==> config.mk <==
export PLATFORM = sky130hd
export DESIGN_NAME = cpu_sequencer_flat
export DESIGN_NICKNAME = d
export VERILOG_FILES = /design/src/rtl/cpu_sequencer_pkg.sv /design/src/rtl/cpu_sequencer_if.sv /design/src/rtl/cpu_microcode_rom.sv /design/src/rtl/cpu_sequencer.sv /design/src/flat_wrapper.sv
export SDC_FILE = /design/constraint.sdc
export NUM_CORES = 1
export LEC_CHECK = 0
export CAP_MARGIN = 20
export CORE_MARGIN = 2
export CORE_UTILIZATION = 50
export CTS_BUF_LIST = sky130_fd_sc_hd__clkbuf_4
export CTS_CLUSTER_DIAMETER = 120
export CTS_CLUSTER_SIZE = 14
export DETAILED_ROUTE_END_ITERATION = 10
export GPL_ROUTABILITY_DRIVEN = 0
export PLACE_DENSITY = 0.93
export SYNTH_ARGS = -nofsm -noshare
export SYNTH_HDL_FRONTEND = slang
export SYNTH_SLANG_ARGS = --single-unit
==> constraint.sdc <==
create_clock -name clk -period 2.6 [get_ports clk]
set_clock_uncertainty 0.05 [all_clocks]
set_input_delay 0.39 -clock clk [delete_from_list [all_inputs] [get_ports clk]]
set_output_delay 0.39 -clock clk [all_outputs]
set_load 0.05 [all_outputs]
==> src/rtl/cpu_sequencer_pkg.sv <==
// Shared ISA constants for the 8-bit CPU: control state codes, opcodes, helpers.
package cpu_sequencer_pkg;

    localparam int unsigned DEF_OPCODE_W  = 8;
    localparam int unsigned DEF_STATE_W   = 4;
    localparam int unsigned DEF_MAX_STEPS = 8;

    typedef enum logic [3:0] {
        STATE_FETCH_PC   = 4'd0,
        STATE_FETCH_INST = 4'd1,
        STATE_LOAD_ADDR  = 4'd2,
        STATE_RAM_A      = 4'd3,
        STATE_RAM_B      = 4'd4,
        STATE_STORE_A    = 4'd5,
        STATE_ALU_OP     = 4'd6,
        STATE_OUT_A      = 4'd7,
        STATE_JUMP       = 4'd8,
        STATE_HALT       = 4'd9,
        STATE_NEXT       = 4'd10
    } state_e;

    localparam logic [7:0] OP_NOP = 8'h00;
    localparam logic [7:0] OP_LDA = 8'h01;
    localparam logic [7:0] OP_ADD = 8'h02;
    localparam logic [7:0] OP_SUB = 8'h03;
    localparam logic [7:0] OP_STA = 8'h04;
    localparam logic [7:0] OP_OUT = 8'h05;
    localparam logic [7:0] OP_JMP = 8'h06;
    localparam logic [7:0] OP_JEZ = 8'h07;
    localparam logic [7:0] OP_JNZ = 8'h08;
    localparam logic [7:0] OP_HLT = 8'h0F;

    // States that wait on the memory handshake.
    function automatic logic is_mem_state(input state_e s);
        return (s == STATE_FETCH_INST) || (s == STATE_RAM_A) ||
               (s == STATE_RAM_B)      || (s == STATE_STORE_A);
    endfunction

endpackage

==> src/rtl/cpu_sequencer_if.sv <==
// Sequencer bus: opcode/handshake in, control state and flags out.
interface cpu_sequencer_if #(
    parameter int unsigned OPCODE_W = 8,
    parameter int unsigned STATE_W  = 4,
    parameter int unsigned STEP_W   = 3
);
    logic [OPCODE_W-1:0] opcode;
    logic                mem_stall;
    logic                resume;
    logic [STATE_W-1:0]  state;
    logic [STEP_W-1:0]   step;
    logic                halted;
    logic                instr_done;
    logic                illegal_op;
    logic                seq_error;

    modport master (
        output opcode, mem_stall, resume,
        input  state, step, halted, instr_done, illegal_op, seq_error
    );

    modport slave (
        input  opcode, mem_stall, resume,
        output state, step, halted, instr_done, illegal_op, seq_error
    );
endinterface

==> src/rtl/cpu_microcode_rom.sv <==
// Combinational decode table: (opcode, step) -> control state, illegal flag.
module cpu_microcode_rom
    import cpu_sequencer_pkg::*;
#(
    parameter int unsigned OPCODE_W = 8,
    parameter int unsigned STEP_W   = 3
) (
    input  logic [OPCODE_W-1:0] i_opcode,
    input  logic [STEP_W-1:0]   i_step,
    output state_e              o_state,
    output logic                o_illegal
);

    // Steps 0/1 are the shared fetch; anything not in the table decodes to NEXT.
    always_comb begin
        o_state   = STATE_NEXT;
        o_illegal = 1'b0;
        if (i_step == STEP_W'(0)) begin
            o_state = STATE_FETCH_PC;
        end else if (i_step == STEP_W'(1)) begin
            o_state = STATE_FETCH_INST;
        end else begin
            case (i_opcode)
                OPCODE_W'(OP_NOP): o_state = STATE_NEXT;
                OPCODE_W'(OP_HLT): if (i_step == STEP_W'(2)) o_state = STATE_HALT;
                OPCODE_W'(OP_OUT): if (i_step == STEP_W'(2)) o_state = STATE_OUT_A;
                OPCODE_W'(OP_JMP), OPCODE_W'(OP_JEZ), OPCODE_W'(OP_JNZ): begin
                    case (i_step)
                        STEP_W'(2): o_state = STATE_FETCH_PC;
                        STEP_W'(3): o_state = STATE_JUMP;
                        default:    o_state = STATE_NEXT;
                    endcase
                end
                OPCODE_W'(OP_LDA): begin
                    case (i_step)
                        STEP_W'(2): o_state = STATE_FETCH_PC;
                        STEP_W'(3): o_state = STATE_LOAD_ADDR;
                        STEP_W'(4): o_state = STATE_RAM_A;
                        default:    o_state = STATE_NEXT;
                    endcase
                end
                OPCODE_W'(OP_STA): begin
                    case (i_step)
                        STEP_W'(2): o_state = STATE_FETCH_PC;
                        STEP_W'(3): o_state = STATE_LOAD_ADDR;
                        STEP_W'(4): o_state = STATE_STORE_A;
                        default:    o_state = STATE_NEXT;
                    endcase
                end
                OPCODE_W'(OP_ADD), OPCODE_W'(OP_SUB): begin
                    case (i_step)
                        STEP_W'(2): o_state = STATE_FETCH_PC;
                        STEP_W'(3): o_state = STATE_LOAD_ADDR;
                        STEP_W'(4): o_state = STATE_RAM_B;
                        STEP_W'(5): o_state = STATE_ALU_OP;
                        default:    o_state = STATE_NEXT;
                    endcase
                end
                default: o_illegal = (i_step == STEP_W'(2));
            endcase
        end
    end

endmodule

==> src/rtl/cpu_sequencer.sv <==
// Microcode sequencer: step counter, stall/halt/resume priority, overrun guard.
module cpu_sequencer
    import cpu_sequencer_pkg::*;
#(
    parameter int unsigned OPCODE_W  = 8,
    parameter int unsigned STATE_W   = 4,
    parameter int unsigned MAX_STEPS = 8,
    parameter int unsigned STEP_W    = $clog2(MAX_STEPS)
) (
    input  logic           clk,
    input  logic           reset,
    cpu_sequencer_if.slave bus
);

    state_e            r_state;
    logic [STEP_W-1:0] r_step;
    logic              r_illegal;
    logic              r_seq_error;

    logic [STEP_W-1:0] w_nstep;
    state_e            w_rom_state;
    logic              w_rom_illegal;
    logic              w_stall;
    logic              w_guard;

    assign w_nstep = r_step + STEP_W'(1);
    assign w_stall = bus.mem_stall && is_mem_state(r_state);
    assign w_guard = (w_nstep == STEP_W'(MAX_STEPS - 1)) && (w_rom_state != STATE_NEXT);

    cpu_microcode_rom #(
        .OPCODE_W (OPCODE_W),
        .STEP_W   (STEP_W)
    ) u_rom (
        .i_opcode  (bus.opcode),
        .i_step    (w_nstep),
        .o_state   (w_rom_state),
        .o_illegal (w_rom_illegal)
    );

    // Advance one step per clock; stall holds, HALT waits for resume, NEXT restarts.
    always_ff @(posedge clk) begin
        if (reset) begin
            r_state     <= STATE_FETCH_PC;
            r_step      <= '0;
            r_illegal   <= 1'b0;
            r_seq_error <= 1'b0;
        end else begin
            r_illegal   <= 1'b0;
            r_seq_error <= 1'b0;
            if (!w_stall) begin
                if (r_state == STATE_HALT) begin
                    if (bus.resume) begin
                        r_state <= STATE_NEXT;
                        r_step  <= w_nstep;
                    end
                end else if (r_state == STATE_NEXT) begin
                    r_state <= STATE_FETCH_PC;
                    r_step  <= '0;
                end else begin
                    r_step    <= w_nstep;
                    r_illegal <= w_rom_illegal;
                    if (w_guard) begin
                        r_state     <= STATE_NEXT;
                        r_seq_error <= 1'b1;
                    end else begin
                        r_state <= w_rom_state;
                    end
                end
            end
        end
    end

    assign bus.state      = STATE_W'(r_state);
    assign bus.step       = r_step;
    assign bus.halted     = (r_state == STATE_HALT);
    assign bus.instr_done = (r_state == STATE_NEXT);
    assign bus.illegal_op = r_illegal;
    assign bus.seq_error  = r_seq_error;

endmodule

==> src/flat_wrapper.sv <==
// flat-port wrapper written by rule: the top's interface ports become plain ports
module cpu_sequencer_flat import cpu_sequencer_pkg::*;
#(
    parameter int unsigned OPCODE_W  = 8,
    parameter int unsigned STATE_W   = 4,
    parameter int unsigned MAX_STEPS = 8,
    parameter int unsigned STEP_W    = $clog2(MAX_STEPS)
)
  (clk, reset, bus_opcode, bus_mem_stall, bus_resume, bus_state, bus_step, bus_halted, bus_instr_done, bus_illegal_op, bus_seq_error);
  cpu_sequencer_if #(.OPCODE_W(OPCODE_W), .STATE_W(STATE_W), .STEP_W(STEP_W)) bus_i ();
  input  logic clk;
  input  logic reset;
  input wire logic [$bits(bus_i.opcode)-1:0] bus_opcode;
  input wire logic [$bits(bus_i.mem_stall)-1:0] bus_mem_stall;
  input wire logic [$bits(bus_i.resume)-1:0] bus_resume;
  output wire logic [$bits(bus_i.state)-1:0] bus_state;
  output wire logic [$bits(bus_i.step)-1:0] bus_step;
  output wire logic [$bits(bus_i.halted)-1:0] bus_halted;
  output wire logic [$bits(bus_i.instr_done)-1:0] bus_instr_done;
  output wire logic [$bits(bus_i.illegal_op)-1:0] bus_illegal_op;
  output wire logic [$bits(bus_i.seq_error)-1:0] bus_seq_error;
  assign bus_i.opcode = bus_opcode;
  assign bus_i.mem_stall = bus_mem_stall;
  assign bus_i.resume = bus_resume;
  assign bus_state = bus_i.state;
  assign bus_step = bus_i.step;
  assign bus_halted = bus_i.halted;
  assign bus_instr_done = bus_i.instr_done;
  assign bus_illegal_op = bus_i.illegal_op;
  assign bus_seq_error = bus_i.seq_error;
  cpu_sequencer #(.OPCODE_W(OPCODE_W), .STATE_W(STATE_W), .MAX_STEPS(MAX_STEPS), .STEP_W(STEP_W)) u_core (.clk(clk), .reset(reset), .bus(bus_i));
endmodule
==> results.sh, run 1 <==
export IMPL_status="finished, final reports clean"
export IMPL_slew_headroom_pct=66.1
export IMPL_area_growth_pct=33.2
export IMPL_min_period_ps=2360
export IMPL_rows=15
export IMPL_drc=0
export IMPL_synth_compound_area_share_pct=26.9
export IMPL_setup_tns_ps=0
export IMPL_die_h_microns=47.2
export IMPL_endpoint_kind="primary output"
export IMPL_stdcell_area_sq_um=1240
export IMPL_clk_latency_ps=260
export IMPL_use_met1_pct=32.4
export IMPL_grt_use_met2_pct=39.7
export IMPL_vias=1051
export IMPL_met3_usage_pct=7.69
export IMPL_ctsResizeCount=0
export IMPL_syn_inst=122
export IMPL_io_pins=23
export IMPL_cts_setup_buffers=0
export IMPL_grt_max_degree=13
export IMPL_cp_cell_sequence="nand4bb_1, inv_1, clkdlybuf4s50_1"
export IMPL_core_area_sq_um=1750
export IMPL_post_route_util_pct=71.3
export IMPL_required_ps=2160
export IMPL_ctsHoldBuffers=0
export IMPL_cts_root_buf="clkbuf_4"
export IMPL_period_share_pct=90.7
export IMPL_grt_pass1_vias=916
export IMPL_cp_buffers_inverters=2
export IMPL_synth_edf_count=0
export IMPL_cts_buffers=3
export IMPL_clock_sinks=9
export IMPL_cts_tree="yes"
export IMPL_synth_simple_area_share_pct=35.1
export IMPL_leakagePower_nw=0.480
export IMPL_hold_viol=0
export IMPL_drtIter0Drc=23
export IMPL_worst_pin_slew_ps=507
export IMPL_cts_max_level=1
export IMPL_synth_nets=139
export IMPL_avgRoutedWirePerCell_microns=13.6
export IMPL_ys_types=48
export IMPL_syn_cell_area_sq_um=933
export IMPL_clkTransAtPathRegs_ps=60
export IMPL_seq_area_frac_synth_pct=19.3
export IMPL_crit_family="buffers and inverters"
export IMPL_die_area_sq_um=2230
export IMPL_hpwl_microns=1890
export IMPL_grt_pass1_wl_microns=3860
export IMPL_synthAdderAreaFrac_pct=6.70
export IMPL_final_nets=168
export IMPL_start_util_pct=53.5
export IMPL_dr_pass1_iters=4
export IMPL_worstPathArrival_ps=1920
export IMPL_diodes=0
export IMPL_drive_above_1_share_pct=12.0
export IMPL_cp_max_fo=7
export IMPL_busiest_layer="met2"
export IMPL_grt_ovfl_total=0
export IMPL_yosys_warnings=0
export IMPL_cts_buffer_depth=2
export IMPL_cpMaxStageDelayCell="clkdlybuf4s50_1"
export IMPL_synth_ff_type="dfxtp_1"
export IMPL_antenna_found_initial=0
export IMPL_worst_hold_slack_ps=502
export IMPL_rsz0062_at_grt="no"
export IMPL_numPortBuffers=22
export IMPL_die_w_microns=47.2
export IMPL_max_freq_mhz=424
export IMPL_synth_mux_area_share_pct=2.14
export IMPL_track_usage_pct=24.3
export IMPL_cp_start_kind="flop"
export IMPL_syn_avg_cell_area_sq_um=7.65
export IMPL_p_per_area_nw_per_um2=881
export IMPL_peakVddDrop_v=0.000685
export IMPL_synth_top_family_by_area="simple AND/OR/NAND/NOR gates"
export IMPL_slew_violations=0
export IMPL_placed_cell_area_sq_um=1210
export IMPL_wl_microns=2390
export IMPL_min_path_type="flop to flop"
export IMPL_max_stage_delay_ps=810
export IMPL_synth_xor_area_share_pct=5.50
export IMPL_critPathKind="flop to primary output"
export IMPL_final_antenna_net_count=0
export IMPL_setup_viol=0
export IMPL_maxCapViolCount=0
export IMPL_drt_vias_per_instance=6.01
export IMPL_ys_ff_latch=9
export IMPL_ys_async_sr_fraction_pct=0
stage by stage:
| step | total power [mW] | setup slack (ps) | instances |
|---|---|---|---|
| after floorplan | 0.764 | 83.7 | 122 |
| after global placement | 0.949 | 155 | 171 |
| after detailed placement | 0.974 | 67.0 | 171 |
| after CTS | 1.10 | 247 | 175 |
| after global routing | 1.17 | 185 | 175 |
| final | 1.10 | 241 | 175 |
cell usage in the layout (no fill, tap or decap), drive strengths merged, types with 2 or more instances in the layout:
cell | netlist | final
clkdlybuf4s50 | 0 | 21
nor2 | 9 | 9
dfxtp | 9 | 9
nand2 | 8 | 8
buf | 2 | 8
a21oi | 6 | 6
nand2b | 6 | 6
nor3 | 6 | 6
o21ai | 6 | 6
nand3 | 5 | 5
ha | 5 | 5
inv | 5 | 5
a31oi | 4 | 4
clkbuf | 3 | 4
a211oi | 3 | 3
nor3b | 3 | 3
xnor2 | 3 | 3
or3 | 2 | 2
and3 | 2 | 2
xor2 | 2 | 2
or4b | 2 | 2
a21o | 2 | 2
or2 | 2 | 2
or3b | 2 | 2
nand3b | 2 | 2
nor4 | 2 | 2
mux2i | 2 | 2
power breakdown:
group	total, mW	switching [mW]	internal, mW
Combinational	0.736	0.427	0.309
Sequential	0.244	0.0675	0.177
Clock	0.116	0.0461	0.0694
worst min-delay path, cell delays in order, from the launching register on:
cell and delay (ps):
dfxtp_1 370, nand2_1 80, a21oi_1 60
state kept, by name, summed over array words and instances (netlist names):
signal                 count
u_core.bus.illegal_op      1
u_core.bus.seq_error       1
u_core.bus.state           4
u_core.bus.step            3
routing by layer:
| layer | routed length [microns] | up-vias | share of wire, % |
|---|---|---|---|
| li1 | - | 524 | - |
| met1 | 1030 | 484 | 43 |
| met2 | 1150 | 43 | 48 |
| met3 | 206 | 0 | 8.6 |
| met4 | 0 | 0 | 0 |
| met5 | 0 | - | 0 |
final timing paths:
path | slack, ps | depth (start not counted) | endpoint | from
hold / removal | 500 | 2 | u_core.bus.step[1]$_SDFFE_PP0P_ | u_core.bus.step[1]$_SDFFE_PP0P_
setup reg to reg | 290 | 7 | u_core.bus.state[1]$_SDFFE_PP0P_ | u_core.bus.step[0]$_SDFFE_PP0P_
setup / recovery | 240 | 3 | bus_halted | u_core.bus.state[0]$_SDFFE_PP0P_
hold reg to reg | 500 | 2 | u_core.bus.step[1]$_SDFFE_PP0P_ | u_core.bus.step[1]$_SDFFE_PP0P_
logic make-up (layout without fill, tap and decap cells):
| group | Yosys count | in the layout |
|---|---|---|
| AND/OR/NAND/NOR | 56 | 56 |
| multiplexers | 2 | 2 |
| adder cells (fa/ha/maj) | 5 | 5 |
| flip-flops | 9 | 9 |
| AO/OA/AOI/OAI | 35 | 35 |
| XOR/XNOR | 5 | 5 |
| buffers and inverters | 10 | 38 |
area by class of cell:
cell class / count / area (sq um)
multi-input combinational: 103 / 713
fill: 148 / 502
timing repair buffer: 29 / 270
sequential: 9 / 180
tap: 25 / 31.3
clock buffer: 4 / 30.0
inverter: 5 / 18.8
cell usage after synthesis, types with 3 or more instances:
library cell,n,share of area [%]
a211oi_1,3,2.4
a21oi_1,6,3.2
a31oi_1,4,2.7
clkbuf_1,3,1.2
dfxtp_1,9,19
ha_1,5,6.7
inv_1,4,1.6
nand2_1,8,3.2
nand2b_1,6,4.0
nand3_1,5,2.7
nor2_1,9,3.6
nor3_1,6,3.2
nor3b_1,3,2.4
o21ai_1,4,2.1
(Power assumes the default switching activity.)
==> inputs of run 2 (changes only) <==
CORE_ASPECT_RATIO = 0.8   (was not set)
CORE_MARGIN = 3   (was 2)
==> run 2 against run 1 <==
Non-clock buffer count up 1; flip-flop and latch count unchanged; first-iteration DRC count up 110%; power up 0.12%; hold slack worse by 4.7 ps; clock power about the same; critical endpoint is now u_core.bus.state[1]$_SDFFE_PP0P_; global-route usage about the same.
==> results.sh, run 2 (same netlist as run 1, synthesis figures left out) <==
export IMPL_status="finished, final reports clean"
export IMPL_ctsHoldBuffers=0
export IMPL_place_ws_ps=163
export IMPL_max_freq_mhz=435
export IMPL_antenna_found_initial=0
export IMPL_cts_setup_buffers=0
export IMPL_hold_viol=0
export IMPL_die_w_microns=54.3
export IMPL_avgRoutedWirePerCell_microns=14.6
export IMPL_setup_viol=0
export IMPL_cts_max_level=1
export IMPL_clkTransAtPathRegs_ps=60
export IMPL_die_h_microns=44.6
export IMPL_final_antenna_net_count=0
export IMPL_diodes=0
export IMPL_area_growth_pct=33.6
export IMPL_slew_violations=0
export IMPL_cts_buffers=3
export IMPL_grt_pass1_wl_microns=4350
export IMPL_holdPathStages=2
export IMPL_r2r_setup_slack_ps=300
export IMPL_dr_pass1_iters=4
export IMPL_period_share_pct=88.4
export IMPL_cts_buffer_depth=2
export IMPL_wl_microns=2520
export IMPL_critPathKind="flop to flop"
export IMPL_p_per_area_nw_per_um2=879
export IMPL_maxCapViolCount=0
export IMPL_largest_register_ffs=4
export IMPL_rr_endpoint="u_core.bus.state[1]$_SDFFE_PP0P_"
export IMPL_worst_pin_slew_ps=511
export IMPL_hpwl_microns=2000
export IMPL_min_path_type="flop to flop"
export IMPL_leakagePower_nw=0.485
export IMPL_rr_worst_depth=7
export IMPL_io_pins=23
export IMPL_cp_max_fo=7
export IMPL_cts_tree="yes"
export IMPL_post_route_util_pct=73.7
export IMPL_final_nets=169
export IMPL_r2r_start="u_core.bus.step[1]$_SDFFE_PP0P_"
export IMPL_rows=13
export IMPL_vias=1074
export IMPL_die_area_sq_um=2420
export IMPL_required_ps=2710
export IMPL_cp_start_kind="flop"
export IMPL_slew_headroom_pct=65.8
export IMPL_drtIter0Drc=49
export IMPL_cts_root_buf="clkbuf_4"
export IMPL_endpoint_kind="flop"
export IMPL_drc=0
export IMPL_clock_sinks=9
export IMPL_drt_vias_per_instance=6.21
export IMPL_peakVddDrop_v=0.000555
export IMPL_numPortBuffers=22
export IMPL_min_to="u_core.bus.step[1]$_SDFFE_PP0P_"
export IMPL_ctsResizeCount=0
export IMPL_rsz0062_at_grt="no"
export IMPL_postLayoutSetupSlackWorst_ps=302
export IMPL_track_usage_pct=24.4
export IMPL_final_cell_mix="clkdlybuf4s50_1 (21), nor2_1 (9), buf_4 (9), dfxtp_1 (9), nand2_1 (8)"
export IMPL_core_area_sq_um=1690
export IMPL_grt_max_degree=11
export IMPL_grt_ovfl_total=0
export IMPL_mostFrequentLayoutCell="clkdlybuf4s50_1"
export IMPL_setup_tns_ps=0
export IMPL_worstPathArrival_ps=2410
export IMPL_grt_pass1_vias=994
export IMPL_drive_above_1_share_pct=12.6
export IMPL_min_period_ps=2300
export IMPL_start_util_pct=55.2
export IMPL_startpoint="u_core.bus.step[1]$_SDFFE_PP0P_"
export IMPL_clk_latency_ps=260
export IMPL_min_delay_start="u_core.bus.step[1]$_SDFFE_PP0P_"
run 2: worst max path at each step:
stage / to / slack (ps) / depth (start not counted)
after floorplan: u_core.bus.state[1]$_SDFFE_PP0P_ / 80 / 4
after CTS: u_core.bus.state[1]$_SDFFE_PP0P_ / 280 / 7
final: u_core.bus.state[1]$_SDFFE_PP0P_ / 300 / 7
after detailed placement: u_core.bus.state[3]$_SDFFE_PP0P_ / 160 / 6
after global placement: u_core.bus.state[3]$_SDFFE_PP0P_ / 210 / 6
after global routing: u_core.bus.state[1]$_SDFFE_PP0P_ / 100 / 7
run 2: per-stage QoR:
step | cells | area [sq um] | power [mW] | hold slack [ps]
after floorplan | 122 | 933 | 0.764 | 409
after global placement | 169 | 1220 | 0.943 | 456
after detailed placement | 169 | 1220 | 0.972 | 487
after CTS | 173 | 1250 | 1.10 | 498
after global routing | 173 | 1250 | 1.19 | 549
final | 173 | 1250 | 1.10 | 497
run 2: per-layer routing:
metal,track usage [%],vias up,share of wire [%]
met1,31.0,490,41
met3,8.08,0,10
met2,40.3,62,48
li1,-,522,-
met5,0,-,0
met4,3.98,0,0
run 2: area by class of cell:
| type | count | area (sq um) |
|---|---|---|
| Multi-Input combinational cell | 103 | 713 |
| Fill cell | 138 | 444 |
| Timing Repair Buffer | 30 | 278 |
| Sequential cell | 9 | 180 |
| Clock buffer | 4 | 30.0 |
| Tap cell | 22 | 27.5 |
| Inverter | 5 | 18.8 |
run 2: critical path, stage by stage (launching register included):
cell and delay [ps]:
dfxtp_1 430, inv_1 90, ha_1 280, or2_2 330, a31oi_1 180, o221ai_1 170
a311o_1 380, a221oi_1 270
run 2: where the power goes:
group | internal [mW] | switching (mW) | leakage, nW
sequential | 0.177 | 0.0666 | 0.0738
combinational | 0.305 | 0.430 | 0.393
clock | 0.0696 | 0.0488 | 0.0184
==> inputs of run 3 (changes only) <==
CORE_MARGIN = not set   (was 3)
==> run 3 against run 2 <==
Routed wire length fell by 6.9%; maximum frequency fell by 1.7%; via count fell by 1.9%; highest routed layer unchanged; register-to-register slack got worse by 40 ps; non-clock buffer count fell by 2; largest cell class unchanged; critical endpoint is now u_core.bus.state[3]$_SDFFE_PP0P_; first-iteration DRC count fell by 8.2%.
==> results.sh, run 3 (same netlist as run 1, synthesis figures left out) <==
export IMPL_status="finished, final reports clean"
export IMPL_die_w_microns=50.3
export IMPL_setup_tns_ps=0
export IMPL_postLayoutSetupSlackWorst_ps=263
export IMPL_clkTransAtPathRegs_ps=60
export IMPL_p_per_area_nw_per_um2=882
export IMPL_r2r_start="u_core.bus.step[0]$_SDFFE_PP0P_"
export IMPL_io_pins=23
export IMPL_place_ws_ps=142
export IMPL_cts_setup_buffers=0
export IMPL_wl_met1_microns=1030
export IMPL_maxUsedRoutingLayer="met3"
export IMPL_min_to="u_core.bus.step[1]$_SDFFE_PP0P_"
export IMPL_power_mw=1.09
export IMPL_stdcell_area_sq_um=1230
export IMPL_min_path_type="flop to flop"
export IMPL_final_antenna_net_count=0
export IMPL_cp_max_fo=10
export IMPL_drc=0
export IMPL_cts_tree="yes"
export IMPL_mostFrequentLayoutCell="clkdlybuf4s50_1"
export IMPL_worst_pin_slew_ps=525
export IMPL_clock_sinks=9
export IMPL_avgRoutedWirePerCell_microns=13.7
export IMPL_final_nets=167
export IMPL_diodes=0
export IMPL_clk_latency_ps=260
export IMPL_rr_worst_depth=6
export IMPL_track_usage_pct=25.3
export IMPL_worst_hold_slack_ps=509
export IMPL_grt_ovfl_total=0
export IMPL_area_growth_pct=32.0
export IMPL_ctsHoldBuffers=0
export IMPL_placed_cells=167
export IMPL_peakVddDrop_v=0.000661
export IMPL_rsz0062_at_grt="no"
export IMPL_cp_start_kind="flop"
export IMPL_holdPathStages=2
export IMPL_numPortBuffers=22
export IMPL_largest_register_ffs=4
export IMPL_grt_pass1_wl_microns=3770
export IMPL_instances_no_fill=171
export IMPL_die_h_microns=40.6
export IMPL_dr_pass1_iters=4
export IMPL_drt_vias_per_instance=6.16
export IMPL_r2r_setup_slack_ps=260
export IMPL_start_util_pct=55.2
export IMPL_hold_viol=0
export IMPL_ctsResizeCount=0
export IMPL_required_ps=2710
export IMPL_endpoint_kind="flop"
export IMPL_leakagePower_nw=0.475
export IMPL_grt_max_degree=13
export IMPL_cts_root_buf="clkbuf_4"
export IMPL_core_area_sq_um=1690
export IMPL_slew_headroom_pct=64.8
export IMPL_cts_max_level=1
export IMPL_vias=1054
export IMPL_period_share_pct=89.9
export IMPL_min_period_ps=2340
export IMPL_max_freq_mhz=428
export IMPL_post_route_util_pct=72.9
export IMPL_wl_met3_microns=227
export IMPL_setup_viol=0
export IMPL_grt_pass1_vias=878
export IMPL_slew_violations=0
export IMPL_wl_met2_microns=1090
export IMPL_cts_buffers=3
export IMPL_maxCapViolCount=0
export IMPL_fillers=142
export IMPL_final_cell_mix="clkdlybuf4s50_1 (21), nor2_1 (9), dfxtp_1 (9), nand2_1 (8), buf_4 (7)"
export IMPL_drtIter0Drc=45
export IMPL_rr_endpoint="u_core.bus.state[3]$_SDFFE_PP0P_"
export IMPL_rows=13
export IMPL_die_area_sq_um=2040
export IMPL_antenna_found_initial=0
export IMPL_critPathKind="flop to flop"
export IMPL_wl_microns=2340
export IMPL_cts_buffer_depth=2
export IMPL_min_delay_start="u_core.bus.step[1]$_SDFFE_PP0P_"
export IMPL_placed_cell_area_sq_um=1200
export IMPL_drive_above_1_share_pct=11.4
export IMPL_hpwl_microns=1820
export IMPL_worstPathArrival_ps=2440
[run 3: cell types whose count changed in the layout (fill, tap and decap cells not counted), sizes merged]
cell	change
buf	-2
[run 3: worst max-delay path by stage]
stage | startpoint | endpoint
floorplan | u_core.bus.state[1]$_SDFFE_PP0P_ | u_core.bus.state[1]$_SDFFE_PP0P_
detailed placement | bus_opcode[1] | u_core.bus.state[3]$_SDFFE_PP0P_
global route | u_core.bus.step[0]$_SDFFE_PP0P_ | u_core.bus.state[3]$_SDFFE_PP0P_
global placement | bus_opcode[1] | u_core.bus.state[3]$_SDFFE_PP0P_
CTS | u_core.bus.step[0]$_SDFFE_PP0P_ | u_core.bus.state[3]$_SDFFE_PP0P_
finish | u_core.bus.step[0]$_SDFFE_PP0P_ | u_core.bus.state[3]$_SDFFE_PP0P_
[run 3: area by class of cell]
type                            count  area [sq um]  area share (%)
Tap cell                           22          27.5            2.23
Sequential cell                     9           180            14.6
Multi-Input combinational cell    103           713            57.9
Clock buffer                        4          30.0            2.44
Inverter                            5          18.8            1.52
Timing Repair Buffer               28           263            21.3
[run 3: power by group]
group / total [mW] / switching, mW / internal, mW
clock: 0.119 / 0.0490 / 0.0696
sequential: 0.243 / 0.0667 / 0.176
combinational: 0.725 / 0.424 / 0.302
[run 3: layer usage]
layer  global-route usage (%)  vias to the layer above
li1                         -                      523
met1                     30.4                      478
met2                     45.0                       53
met3                     9.63                        0
met4                     3.47                        0
met5                        0                        -
[run 3: critical path, stage by stage (launching register included)]
cell       delay, ps
dfxtp_1          370
ha_1             290
xnor2_2          450
mux2i_1          280
o2111ai_1        180
a41o_1           270
a2111oi_2        350
